### config.mk
export PLATFORM = sky130hd
export DESIGN_NAME = mc_controller_ext_flat
export DESIGN_NICKNAME = d
export VERILOG_FILES = /design/src/rtl/mc_controller_ext_if.sv /design/src/rtl/mc_controller_ext.sv /design/src/flat_wrapper.sv
export SDC_FILE = /design/constraint.sdc
export NUM_CORES = 1
export LEC_CHECK = 0
export CAP_MARGIN = 0
export CORE_MARGIN = 4
export CORE_UTILIZATION = 45
export CTS_CLUSTER_DIAMETER = 120
export DETAILED_ROUTE_END_ITERATION = 10
export PLACE_DENSITY = 0.76
export SETUP_SLACK_MARGIN = 0.3
export SYNTH_ARGS = -nofsm -noshare
export SYNTH_HDL_FRONTEND = slang
export SYNTH_SLANG_ARGS = --single-unit
export TNS_END_PERCENT = 20
### constraint.sdc
create_clock -name clk -period 4.5 [get_ports clk]
set_input_delay 0.45 -clock clk [delete_from_list [all_inputs] [get_ports clk]]
set_output_delay 0.45 -clock clk [all_outputs]
set_load 0.01 [all_outputs]
### src/rtl/mc_controller_ext_if.sv
// Control bus between the multicycle MIPS controller and its datapath.
// The controller side (master) reads the instruction fields and status
// flags and drives every mux select and register enable.
interface mc_controller_ext_if;
    logic [5:0] op;
    logic [5:0] funct;
    logic       zero;
    logic       mem_ready;

    logic       memreq;
    logic       pcen;
    logic       memwrite;
    logic       irwrite;
    logic       regwrite;
    logic       alusrca;
    logic       iord;
    logic       memtoreg;
    logic       regdst;
    logic       immzext;
    logic [1:0] alusrcb;
    logic [1:0] pcsrc;
    logic [2:0] alucont;
    logic       fault;
    logic [1:0] fault_code;
    logic [3:0] state_o;

    modport master (
        input  op, funct, zero, mem_ready,
        output memreq, pcen, memwrite, irwrite, regwrite, alusrca, iord,
               memtoreg, regdst, immzext, alusrcb, pcsrc, alucont,
               fault, fault_code, state_o
    );

    modport slave (
        output op, funct, zero, mem_ready,
        input  memreq, pcen, memwrite, irwrite, regwrite, alusrca, iord,
               memtoreg, regdst, immzext, alusrcb, pcsrc, alucont,
               fault, fault_code, state_o
    );
endinterface

### src/rtl/mc_controller_ext.sv
// Multicycle MIPS control unit: main FSM, ALU decode, memory wait states
// with a bounded timeout, and a sticky trap state that only reset leaves.
module mc_controller_ext #(
    parameter int MEM_WAIT = 1,
    parameter int WAIT_MAX = 15,
    parameter int EXT_OPS  = 1
) (
    input  logic                clk,
    input  logic                reset,
    mc_controller_ext_if.master bus
);

    localparam logic [3:0] S_FETCH   = 4'd0;
    localparam logic [3:0] S_DECODE  = 4'd1;
    localparam logic [3:0] S_MEMADR  = 4'd2;
    localparam logic [3:0] S_MEMRD   = 4'd3;
    localparam logic [3:0] S_MEMWB   = 4'd4;
    localparam logic [3:0] S_MEMWR   = 4'd5;
    localparam logic [3:0] S_RTYPEEX = 4'd6;
    localparam logic [3:0] S_RTYPEWB = 4'd7;
    localparam logic [3:0] S_BEQEX   = 4'd8;
    localparam logic [3:0] S_ADDIEX  = 4'd9;
    localparam logic [3:0] S_ADDIWB  = 4'd10;
    localparam logic [3:0] S_JEX     = 4'd11;
    localparam logic [3:0] S_BNEEX   = 4'd12;
    localparam logic [3:0] S_IMMEX   = 4'd13;
    localparam logic [3:0] S_TRAP    = 4'd14;

    localparam logic [5:0] OP_RTYPE = 6'b000000;
    localparam logic [5:0] OP_LW    = 6'b100011;
    localparam logic [5:0] OP_SW    = 6'b101011;
    localparam logic [5:0] OP_BEQ   = 6'b000100;
    localparam logic [5:0] OP_BNE   = 6'b000101;
    localparam logic [5:0] OP_ADDI  = 6'b001000;
    localparam logic [5:0] OP_ANDI  = 6'b001100;
    localparam logic [5:0] OP_ORI   = 6'b001101;
    localparam logic [5:0] OP_J     = 6'b000010;

    localparam logic [2:0] ALU_AND = 3'b000;
    localparam logic [2:0] ALU_OR  = 3'b001;
    localparam logic [2:0] ALU_ADD = 3'b010;
    localparam logic [2:0] ALU_SUB = 3'b110;
    localparam logic [2:0] ALU_SLT = 3'b111;

    localparam logic [1:0] FC_NONE    = 2'b00;
    localparam logic [1:0] FC_ILL_OP  = 2'b01;
    localparam logic [1:0] FC_ILL_FN  = 2'b10;
    localparam logic [1:0] FC_TIMEOUT = 2'b11;

    localparam logic EXT_EN  = (EXT_OPS != 0);
    localparam logic WAIT_EN = (MEM_WAIT != 0);
    localparam logic TO_EN   = (WAIT_MAX > 0);

    // Counter only needs to reach WAIT_MAX; it saturates there.
    localparam int             CNT_W    = (WAIT_MAX > 0) ? $clog2(WAIT_MAX + 1) : 1;
    localparam logic [CNT_W-1:0] WAIT_LIM = (WAIT_MAX > 0) ? CNT_W'(WAIT_MAX) : '0;

    // ALU operation for an R-type funct; unknown functs fall back to AND
    // (they trap before any write-back anyway).
    function automatic logic [2:0] alu_from_funct(input logic [5:0] fn);
        logic [2:0] res;
        case (fn)
            6'b100000: res = ALU_ADD;
            6'b100010: res = ALU_SUB;
            6'b100100: res = ALU_AND;
            6'b100101: res = ALU_OR;
            6'b101010: res = ALU_SLT;
            default:   res = ALU_AND;
        endcase
        return res;
    endfunction

    function automatic logic funct_legal(input logic [5:0] fn);
        logic res;
        case (fn)
            6'b100000, 6'b100010, 6'b100100, 6'b100101, 6'b101010: res = 1'b1;
            default: res = 1'b0;
        endcase
        return res;
    endfunction

    logic [3:0]       state_q, state_d;
    logic [CNT_W-1:0] wait_cnt_q, wait_cnt_d;
    logic [1:0]       fault_code_q, fault_code_d;
    logic [1:0]       trap_code_s;
    logic             ready_s;
    logic             wait_state_s;
    logic             timeout_s;
    logic             imm_logic_s;

    assign ready_s      = WAIT_EN ? bus.mem_ready : 1'b1;
    assign wait_state_s = (state_q == S_FETCH) || (state_q == S_MEMRD) || (state_q == S_MEMWR);
    assign timeout_s    = TO_EN && wait_state_s && !ready_s && (wait_cnt_q == WAIT_LIM);
    assign imm_logic_s  = (bus.op == OP_ANDI) || (bus.op == OP_ORI);

    // State, wait counter and latched fault cause.
    always_ff @(posedge clk or negedge reset) begin
        if (!reset) begin
            state_q      <= S_FETCH;
            wait_cnt_q   <= '0;
            fault_code_q <= FC_NONE;
        end else begin
            state_q      <= state_d;
            wait_cnt_q   <= wait_cnt_d;
            fault_code_q <= fault_code_d;
        end
    end

    // Next state, trap cause, wait counter and fault code update.
    always_comb begin
        state_d     = state_q;
        trap_code_s = FC_NONE;
        if (timeout_s) begin
            state_d     = S_TRAP;
            trap_code_s = FC_TIMEOUT;
        end else begin
            case (state_q)
                S_FETCH:   state_d = ready_s ? S_DECODE : S_FETCH;
                S_DECODE: begin
                    case (bus.op)
                        OP_LW, OP_SW: state_d = S_MEMADR;
                        OP_RTYPE:     state_d = (bus.funct == 6'b000000) ? S_FETCH : S_RTYPEEX;
                        OP_BEQ:       state_d = S_BEQEX;
                        OP_ADDI:      state_d = S_ADDIEX;
                        OP_J:         state_d = S_JEX;
                        OP_BNE:       state_d = EXT_EN ? S_BNEEX : S_TRAP;
                        OP_ANDI, OP_ORI: state_d = EXT_EN ? S_IMMEX : S_TRAP;
                        default:      state_d = S_TRAP;
                    endcase
                    trap_code_s = FC_ILL_OP;
                end
                S_MEMADR: begin
                    // Opcode is stable in the IR; anything but LW/SW here is corrupt.
                    if (bus.op == OP_LW) begin
                        state_d = S_MEMRD;
                    end else if (bus.op == OP_SW) begin
                        state_d = S_MEMWR;
                    end else begin
                        state_d = S_TRAP;
                    end
                    trap_code_s = FC_ILL_OP;
                end
                S_MEMRD:   state_d = ready_s ? S_MEMWB : S_MEMRD;
                S_MEMWR:   state_d = ready_s ? S_FETCH : S_MEMWR;
                S_RTYPEEX: begin
                    state_d     = funct_legal(bus.funct) ? S_RTYPEWB : S_TRAP;
                    trap_code_s = FC_ILL_FN;
                end
                S_MEMWB, S_RTYPEWB, S_BEQEX, S_BNEEX, S_JEX, S_ADDIWB: state_d = S_FETCH;
                S_ADDIEX, S_IMMEX: state_d = S_ADDIWB;
                S_TRAP:    state_d = S_TRAP;
                default:   state_d = S_FETCH;
            endcase
        end

        if (state_d != state_q) begin
            wait_cnt_d = '0;
        end else if (wait_state_s && !ready_s && (wait_cnt_q != WAIT_LIM)) begin
            wait_cnt_d = wait_cnt_q + CNT_W'(1);
        end else begin
            wait_cnt_d = wait_cnt_q;
        end

        if ((state_q != S_TRAP) && (state_d == S_TRAP)) begin
            fault_code_d = trap_code_s;
        end else begin
            fault_code_d = fault_code_q;
        end
    end

    logic       memreq_s, pcen_s, memwrite_s, irwrite_s, regwrite_s;
    logic       alusrca_s, iord_s, memtoreg_s, regdst_s, immzext_s, fault_s;
    logic [1:0] alusrcb_s, pcsrc_s;
    logic [2:0] alucont_s;

    // Datapath controls decoded from the current state.
    always_comb begin
        memreq_s   = 1'b0;
        pcen_s     = 1'b0;
        memwrite_s = 1'b0;
        irwrite_s  = 1'b0;
        regwrite_s = 1'b0;
        alusrca_s  = 1'b0;
        iord_s     = 1'b0;
        memtoreg_s = 1'b0;
        regdst_s   = 1'b0;
        immzext_s  = 1'b0;
        fault_s    = 1'b0;
        alusrcb_s  = 2'b00;
        pcsrc_s    = 2'b00;
        alucont_s  = ALU_AND;
        case (state_q)
            S_FETCH: begin
                memreq_s  = 1'b1;
                alusrcb_s = 2'b01;
                alucont_s = ALU_ADD;
                irwrite_s = ready_s;
                pcen_s    = ready_s;
            end
            S_DECODE: begin
                alusrcb_s = 2'b11;
                alucont_s = ALU_ADD;
            end
            S_MEMADR, S_ADDIEX: begin
                alusrca_s = 1'b1;
                alusrcb_s = 2'b10;
                alucont_s = ALU_ADD;
            end
            S_MEMRD: begin
                memreq_s = 1'b1;
                iord_s   = 1'b1;
            end
            S_MEMWB: begin
                regwrite_s = 1'b1;
                memtoreg_s = 1'b1;
            end
            S_MEMWR: begin
                memreq_s   = 1'b1;
                iord_s     = 1'b1;
                memwrite_s = ready_s;
            end
            S_RTYPEEX: begin
                alusrca_s = 1'b1;
                alucont_s = alu_from_funct(bus.funct);
            end
            S_RTYPEWB: begin
                regwrite_s = 1'b1;
                regdst_s   = 1'b1;
            end
            S_BEQEX, S_BNEEX: begin
                alusrca_s = 1'b1;
                alucont_s = ALU_SUB;
                pcsrc_s   = 2'b01;
                pcen_s    = (state_q == S_BEQEX) ? bus.zero : ~bus.zero;
            end
            S_IMMEX: begin
                alusrca_s = 1'b1;
                alusrcb_s = 2'b10;
                immzext_s = 1'b1;
                alucont_s = (bus.op == OP_ORI) ? ALU_OR : ALU_AND;
            end
            S_ADDIWB: begin
                regwrite_s = 1'b1;
                immzext_s  = imm_logic_s;
            end
            S_JEX: begin
                pcsrc_s = 2'b10;
                pcen_s  = 1'b1;
            end
            S_TRAP: begin
                fault_s = 1'b1;
            end
            default: begin
                fault_s = 1'b0;
            end
        endcase
    end

    // State-changing enables are held off while reset is asserted.
    assign bus.memreq     = memreq_s;
    assign bus.pcen       = pcen_s & reset;
    assign bus.memwrite   = memwrite_s & reset;
    assign bus.irwrite    = irwrite_s & reset;
    assign bus.regwrite   = regwrite_s & reset;
    assign bus.alusrca    = alusrca_s;
    assign bus.iord       = iord_s;
    assign bus.memtoreg   = memtoreg_s;
    assign bus.regdst     = regdst_s;
    assign bus.immzext    = immzext_s;
    assign bus.alusrcb    = alusrcb_s;
    assign bus.pcsrc      = pcsrc_s;
    assign bus.alucont    = alucont_s;
    assign bus.fault      = fault_s;
    assign bus.fault_code = fault_code_q;
    assign bus.state_o    = state_q;

endmodule

### src/flat_wrapper.sv
// flat-port wrapper written by rule: the top's interface ports become plain ports
module mc_controller_ext_flat 
#(
    parameter int MEM_WAIT = 1,
    parameter int WAIT_MAX = 15,
    parameter int EXT_OPS  = 1
)
  (clk, reset, bus_op, bus_funct, bus_zero, bus_mem_ready, bus_memreq, bus_pcen, bus_memwrite, bus_irwrite, bus_regwrite, bus_alusrca, bus_iord, bus_memtoreg, bus_regdst, bus_immzext, bus_alusrcb, bus_pcsrc, bus_alucont, bus_fault, bus_fault_code, bus_state_o);
  mc_controller_ext_if bus_i ();
  input  logic clk;
  input  logic reset;
  input wire logic [$bits(bus_i.op)-1:0] bus_op;
  input wire logic [$bits(bus_i.funct)-1:0] bus_funct;
  input wire logic [$bits(bus_i.zero)-1:0] bus_zero;
  input wire logic [$bits(bus_i.mem_ready)-1:0] bus_mem_ready;
  output wire logic [$bits(bus_i.memreq)-1:0] bus_memreq;
  output wire logic [$bits(bus_i.pcen)-1:0] bus_pcen;
  output wire logic [$bits(bus_i.memwrite)-1:0] bus_memwrite;
  output wire logic [$bits(bus_i.irwrite)-1:0] bus_irwrite;
  output wire logic [$bits(bus_i.regwrite)-1:0] bus_regwrite;
  output wire logic [$bits(bus_i.alusrca)-1:0] bus_alusrca;
  output wire logic [$bits(bus_i.iord)-1:0] bus_iord;
  output wire logic [$bits(bus_i.memtoreg)-1:0] bus_memtoreg;
  output wire logic [$bits(bus_i.regdst)-1:0] bus_regdst;
  output wire logic [$bits(bus_i.immzext)-1:0] bus_immzext;
  output wire logic [$bits(bus_i.alusrcb)-1:0] bus_alusrcb;
  output wire logic [$bits(bus_i.pcsrc)-1:0] bus_pcsrc;
  output wire logic [$bits(bus_i.alucont)-1:0] bus_alucont;
  output wire logic [$bits(bus_i.fault)-1:0] bus_fault;
  output wire logic [$bits(bus_i.fault_code)-1:0] bus_fault_code;
  output wire logic [$bits(bus_i.state_o)-1:0] bus_state_o;
  assign bus_i.op = bus_op;
  assign bus_i.funct = bus_funct;
  assign bus_i.zero = bus_zero;
  assign bus_i.mem_ready = bus_mem_ready;
  assign bus_memreq = bus_i.memreq;
  assign bus_pcen = bus_i.pcen;
  assign bus_memwrite = bus_i.memwrite;
  assign bus_irwrite = bus_i.irwrite;
  assign bus_regwrite = bus_i.regwrite;
  assign bus_alusrca = bus_i.alusrca;
  assign bus_iord = bus_i.iord;
  assign bus_memtoreg = bus_i.memtoreg;
  assign bus_regdst = bus_i.regdst;
  assign bus_immzext = bus_i.immzext;
  assign bus_alusrcb = bus_i.alusrcb;
  assign bus_pcsrc = bus_i.pcsrc;
  assign bus_alucont = bus_i.alucont;
  assign bus_fault = bus_i.fault;
  assign bus_fault_code = bus_i.fault_code;
  assign bus_state_o = bus_i.state_o;
  mc_controller_ext #(.MEM_WAIT(MEM_WAIT), .WAIT_MAX(WAIT_MAX), .EXT_OPS(EXT_OPS)) u_core (.clk(clk), .reset(reset), .bus(bus_i));
endmodule
==> flow_metrics.tcl, run 1 <==
set metrics [dict create \
    place.gp.congestion 0.830 \
    dpl.hpwl_mm 2.60 \
    fin_crit_ns 3.12 \
    clk_pin_slew_worst_paths_ns 0.06 \
    finalSetupViolCount 0 \
    p_leak_nw 0.587 \
    synth_edf_count 0 \
    crit_path_start_kind "input port" \
    critPathMaxFanout 8 \
    htreeDepth 1 \
    ys_ff_latch 10 \
    critPathKind "input port to primary output" \
    fin_setup_tns_ns 0 \
    vias 1346 \
    cts_resized 0 \
    diodes 0 \
    synth_compound_area_share_pct 23.8 \
    yosys_warnings 0 \
    end_kind "primary output" \
    dp.cells 219 \
    synth.area.mux_share_pct 3.40 \
    clock_skew_ns 0.00285 \
    critPathRequiredTime_ns 4.05 \
    synth_top_family_by_area "simple AND/OR/NAND/NOR gates" \
    postSynthCellCount 161 \
    worst_pin_slew_ns 0.823 \
    min_path_type "register to register" \
    io_buffers 39 \
    dieArea_um2 3500 \
    crit_path_frequent_cell "clkdlybuf4s50_1" \
    wire_per_inst_um 15.6 \
    initial_core_util_pct 47.5 \
    cts_tree "built" \
    nets 211 \
    coreArea_um2 2480 \
    synthesis.area_um2 1180 \
    synth_seq_area_share_pct 21.3 \
    grt_pass1_vias 1216 \
    ioPinCount 40 \
    synth_adder_area_share_pct 2.02 \
    crit_chain "clkdlybuf4s50_1 > or3_1 > or2_2 > nor3_1 > a21oi_1 > nor2b_1 > clkdlybuf4s50_1" \
    critical_path_buf_inv_count 2 \
    cts_buffers 3 \
    outcome "complete, no violations" \
    dpl_cell_area_um2 1550 \
    wl_mm 3.47 \
    dr.pass1.iters 4 \
    clk_latency_ns 0.27 \
    critPathArrivalTime_ns 2.67 \
    syn_nets 178 \
    cts.path.max_buffers 2 \
    hold_violations 0 \
    vias_per_cell 6.06 \
    grt_max_degree 30 \
    antenna_found_initial 0 \
    ant_nets 0 \
    rsz0062_at_grt "false" \
    max_freq_mhz 320 \
    period_share_pct 69.4 \
    synth_cell_types 51 \
    cap_violations 0 \
    die_x_um 59.1 \
    cpLargestDelayFamily "simple AND/OR/NAND/NOR gates" \
    drive_gt1_share_pct 5.21 \
    cts_sinks 10 \
    grt_pass1_wl_mm 5.66 \
    first_iter_violations 57 \
    drc 0 \
    report.final.slew_viol_count 0 \
    rows 18 \
    area_delta_synth_final_pct 34.0 \
    die-height_um 59.1 \
    power_density_nw_per_um2 479 \
    synthArstFlopShare_pct 100 \
    design_area_um2 1580 \
    cp_slowest_cell "clkdlybuf4s50_1" \
    peakVddDrop_uv 330 \
    synthSimpleGateAreaFrac_pct 39.8 \
    grt_util_all_layers_pct 20.8 \
    gr-total-overflow 0 \
    ys.flop_type "dfrtp_1" \
    critPathMaxStageDelay_ns 0.54 \
    ctsHoldBuffers 0 \
    cts_setup_buffers 0 \
    stdcell_count 222 \
    clock-root-buffer "clkbuf_4" \
    syn_area_per_cell_um2 7.31 \
    max-slew-margin-rel_pct 45.1 \
    synth-xor-area-share_pct 4.47 \
]
## Yosys cell counts (all sizes together), types with 2 or more instances
library cell | n | area, um2
nor2 | 20 | 75.1
nand2 | 15 | 56.3
nor3 | 13 | 65.1
dfrtp | 10 | 250
clkbuf | 6 | 22.5
nand2b | 6 | 37.5
nor2b | 6 | 37.5
o21ai | 6 | 30.0
or3 | 6 | 40.0
buf | 5 | 27.5
a21oi | 4 | 20.0
mux2i | 4 | 40.0
nand4 | 4 | 25.0
nor4 | 4 | 25.0
xor2 | 4 | 35.0
inv | 3 | 11.3
o21a | 3 | 22.5
a211oi | 2 | 15.0
a31oi | 2 | 12.5
nand3 | 2 | 10.0
nand4b | 2 | 17.5
nor3b | 2 | 15.0
nor4b | 2 | 17.5
o221ai | 2 | 17.5
o22ai | 2 | 12.5
o31a | 2 | 17.5
xnor2 | 2 | 17.5
## where the power goes
group | switching (mW) | internal (mW)
Clock | 0.0291 | 0.0308
Combinational | 0.234 | 0.262
Sequential | 0.0868 | 0.114
## cell usage in the layout (no fill, tap or decap), types with 2 or more instances in the layout
cell,instances
nor3b_1,2
o31a_1,2
a211oi_1,2
or3_2,2
o21ai_0,6
a31oi_1,2
nand4b_1,2
clkdlybuf4s50_1,39
nand2b_1,6
nand2_1,15
nor2b_1,6
clkbuf_4,3
o22ai_1,2
a21oi_1,4
mux2i_1,4
nand3_1,2
xor2_1,4
nor4b_1,2
o221ai_1,2
nor3_1,13
o21a_1,3
xnor2_1,2
nor2_1,20
nand4_1,4
nor4_1,4
dfrtp_1,10
or3_1,4
inv_1,3
## sequential cells by signal, indices dropped and copies added, names as in the netlist
signal and flops:
u_core.bus.fault_code 2, u_core.bus.state_o 4, u_core.wait_cnt_q 4
## path summary, 6_finish.rpt
| check | cells past startpoint | end | from | slack, ns |
|---|---|---|---|---|
| max | 7 | bus_immzext | bus_op[4] | 1.38 |
| min | 2 | u_core.bus.fault_code[1] | u_core.bus.fault_code[1] | 0.53 |
| max reg2reg | 6 | u_core.wait_cnt_q[3] | u_core.bus.state_o[0] | 1.79 |
| min reg2reg | 2 | u_core.bus.fault_code[1] | u_core.bus.fault_code[1] | 0.53 |
| max in group asynchronous | 1 | u_core.bus.state_o[2] | reset | 3.56 |
| min in group asynchronous | 1 | u_core.wait_cnt_q[3] | reset | 0.56 |
## worst min-delay path: cells and delay by family, from the launching register on
kind | cells | cell delay [ns]
DFF | 1 | 0.38
buffers and inverters | 1 | 0.05
muxes | 1 | 0.06
## logic make-up after synthesis
| kind of cell | Yosys count |
|---|---|
| adders and majority gates | 2 |
| AOI/OAI and AO/OA | 37 |
| muxes | 4 |
| xor gates and xnor gates | 6 |
| buffers and inverters | 14 |
| and+or+nand+nor | 88 |
| DFF | 10 |
## through the flow
stage | worst slack [ns] | hold WS (ns) | power [mW] | util (%)
finish | 1.38 | 0.528 | 0.756 | 63.6
CTS | 1.39 | 0.530 | 0.761 | 63.6
global placement | 1.48 | 0.517 | 0.687 | 62.7
floorplan | 2.38 | 0.154 | 0.490 | -
global route | 1.26 | 0.577 | 0.820 | 63.6
detailed placement | 1.40 | 0.508 | 0.694 | 62.7
## layer usage
layer,part of all wire (%),GRT usage (%),up-vias,routed length [um]
met3,5.8,2.18,5,200
met5,0,0,-,0
met4,1.4,8.41,0,48
li1,-,-,670,-
met1,43,26.5,632,1510
met2,49,35.6,39,1710
## cell type report
| class | count | area (um2) |
|---|---|---|
| repair buffers | 39 | 390 |
| well taps | 30 | 37.5 |
| clock buffers | 3 | 22.5 |
| inverters | 3 | 11.3 |
| multi-input cells | 137 | 865 |
| fillers | 242 | 901 |
| flip-flops and latches | 10 | 250 |
No activity file was read; power rests on OpenSTA's default activity.
==> run 2, diff against run 1 <==
Clock period 4.5 ns to 3.09 ns, I/O delays scaled along.
==> flow_metrics.tcl, run 2 (synthesis results as in run 1) <==
set metrics [dict create \
    outcome "complete, no violations" \
    stdcell_count 228 \
    design_area_um2 1620 \
    initial_core_util_pct 47.5 \
    p_leak_nw 0.615 \
    p_int_mw 0.622 \
    fin_setup_tns_ns 0 \
    clock-root-buffer "clkbuf_4" \
    crit_chain "clkdlybuf4s50_1 > or3_1 > or2_2 > nor3_1 > a21oi_1 > nor2b_1 > clkdlybuf4s50_1" \
    clk_pin_slew_worst_paths_ns 0.06 \
    power_frac_comb_pct 69.8 \
    ioPinCount 40 \
    worst_pin_slew_ns 0.595 \
    place_ws_ns 0.358 \
    cts_sinks 10 \
    rows 18 \
    clk_latency_ns 0.26 \
    p_sw_share_pct 45.2 \
    seqPwrFrac_pct 22.9 \
    min_path_type "input port to asynchronous set/reset pin" \
    grt_max_degree 20 \
    max-slew-margin-rel_pct 60.4 \
    vias 1382 \
    die-height_um 59.1 \
    die_x_um 59.1 \
    area_delta_synth_final_pct 38.0 \
    crit_path_frequent_cell "clkdlybuf4s50_1" \
    grt_pass1_vias 1325 \
    io_buffers 39 \
    cts_buffers 3 \
    nets 217 \
    dp.cells 225 \
    dpl.hpwl_mm 2.78 \
    cts_tree "built" \
    ant_nets 0 \
    hold_violations 0 \
    critPathKind "input port to primary output" \
    first_iter_violations 63 \
    critPathMaxFanout 8 \
    drc 0 \
    antenna_found_initial 0 \
    crit_path_start_kind "input port" \
    coreArea_um2 2480 \
    htreeDepth 1 \
    drive_gt1_share_pct 8.59 \
    dieArea_um2 3500 \
    rsz0062_at_grt "true" \
    wire_per_inst_um 15.7 \
    cts_setup_buffers 0 \
    p_clk_share_pct 7.3 \
    critPathMaxStageDelay_ns 0.54 \
    critPathRequiredTime_ns 2.78 \
    cap_violations 0 \
    power.switching_mw 0.514 \
    peakVddDrop_uv 562 \
    final_common_cell "clkdlybuf4s50_1" \
    period_share_pct 89.4 \
    postLayoutCoreUtil_pct 65.5 \
    end_kind "primary output" \
    diodes 0 \
    report.final.slew_viol_count 0 \
    gr-total-overflow 0 \
    final_cell_mix "clkdlybuf4s50_1 (39), nor2_1 (20), nand2_1 (15)" \
    p_total_mw 1.14 \
    finalSetupViolCount 0 \
    grt_pass1_wl_mm 5.86 \
    place.gp.congestion 0.910 \
    vias_per_cell 6.06 \
    fin_crit_ns 2.76 \
    dr.pass1.iters 4 \
    dpl_cell_area_um2 1600 \
    cts.path.max_buffers 2 \
    critPathArrivalTime_ns 2.45 \
    wl_mm 3.59 \
    clock_skew_ns 0.000810 \
    reg2reg_depth 7 \
    cp_slowest_cell "clkdlybuf4s50_1" \
    max_freq_mhz 362 \
    setup_slack_ns 0.326 \
    grt_util_all_layers_pct 21.5 \
    power_density_nw_per_um2 700 \
    hold_slack_ns 0.512 \
]
[run 2: changes by cell type in the layout (fill, tap and decap cells not counted)]
cell     before  now
buf_4         0    6
dfrtp_1      10    9
dfrtp_2       0    1
[run 2: path summary, 6_finish.rpt]
path                                     startpoint                       end  slack [ns]
max reg2reg                   u_core.bus.state_o[0]  u_core.bus.fault_code[1]        0.69
min                                           reset      u_core.wait_cnt_q[2]        0.51
max in group asynchronous                     reset     u_core.bus.state_o[2]        2.43
min in group clk           u_core.bus.fault_code[1]  u_core.bus.fault_code[1]        0.53
min reg2reg                u_core.bus.fault_code[1]  u_core.bus.fault_code[1]        0.53
max                                       bus_op[4]               bus_immzext        0.33
[run 2: final cells by class]
cell class                 instances  area (um2)
tap                               30        37.5
inverter                           3        11.3
sequential                        10         251
clock buffer                       3        22.5
timing repair buffer              45         435
multi-input combinational        137         865
fill                             223         855
[run 2: timing repair]
action	in CTS	in global routing
resized for setup	0	1
hold buffers	0	0
endpoints found under the setup margin	0	2
[run 2: critical path: cells and delay by family]
kind | cells | cell delay [ns]
AOI/OAI and AO/OA | 1 | 0.06
and+or+nand+nor | 4 | 1.03
buffers and inverters | 2 | 1.06
[run 2: power groups by stage]
stage | sequential, mW | clock (mW) | combinational [mW]
after global placement | 0.259 | 0 | 0.779
after global routing | 0.272 | 0.0969 | 0.861
final | 0.260 | 0.0832 | 0.793
after CTS | 0.258 | 0.0879 | 0.794
after detailed placement | 0.260 | 0 | 0.788
after floorplan | 0.203 | 0 | 0.511
[run 2: per-layer routing]
metal | up-vias | GRT usage, % | wire length (um)
met4 | 0 | 10.4 | 67
met1 | 647 | 26.2 | 1490
li1 | 674 | - | -
met2 | 54 | 37.5 | 1800
met5 | - | 0 | 0
met3 | 7 | 2.40 | 228
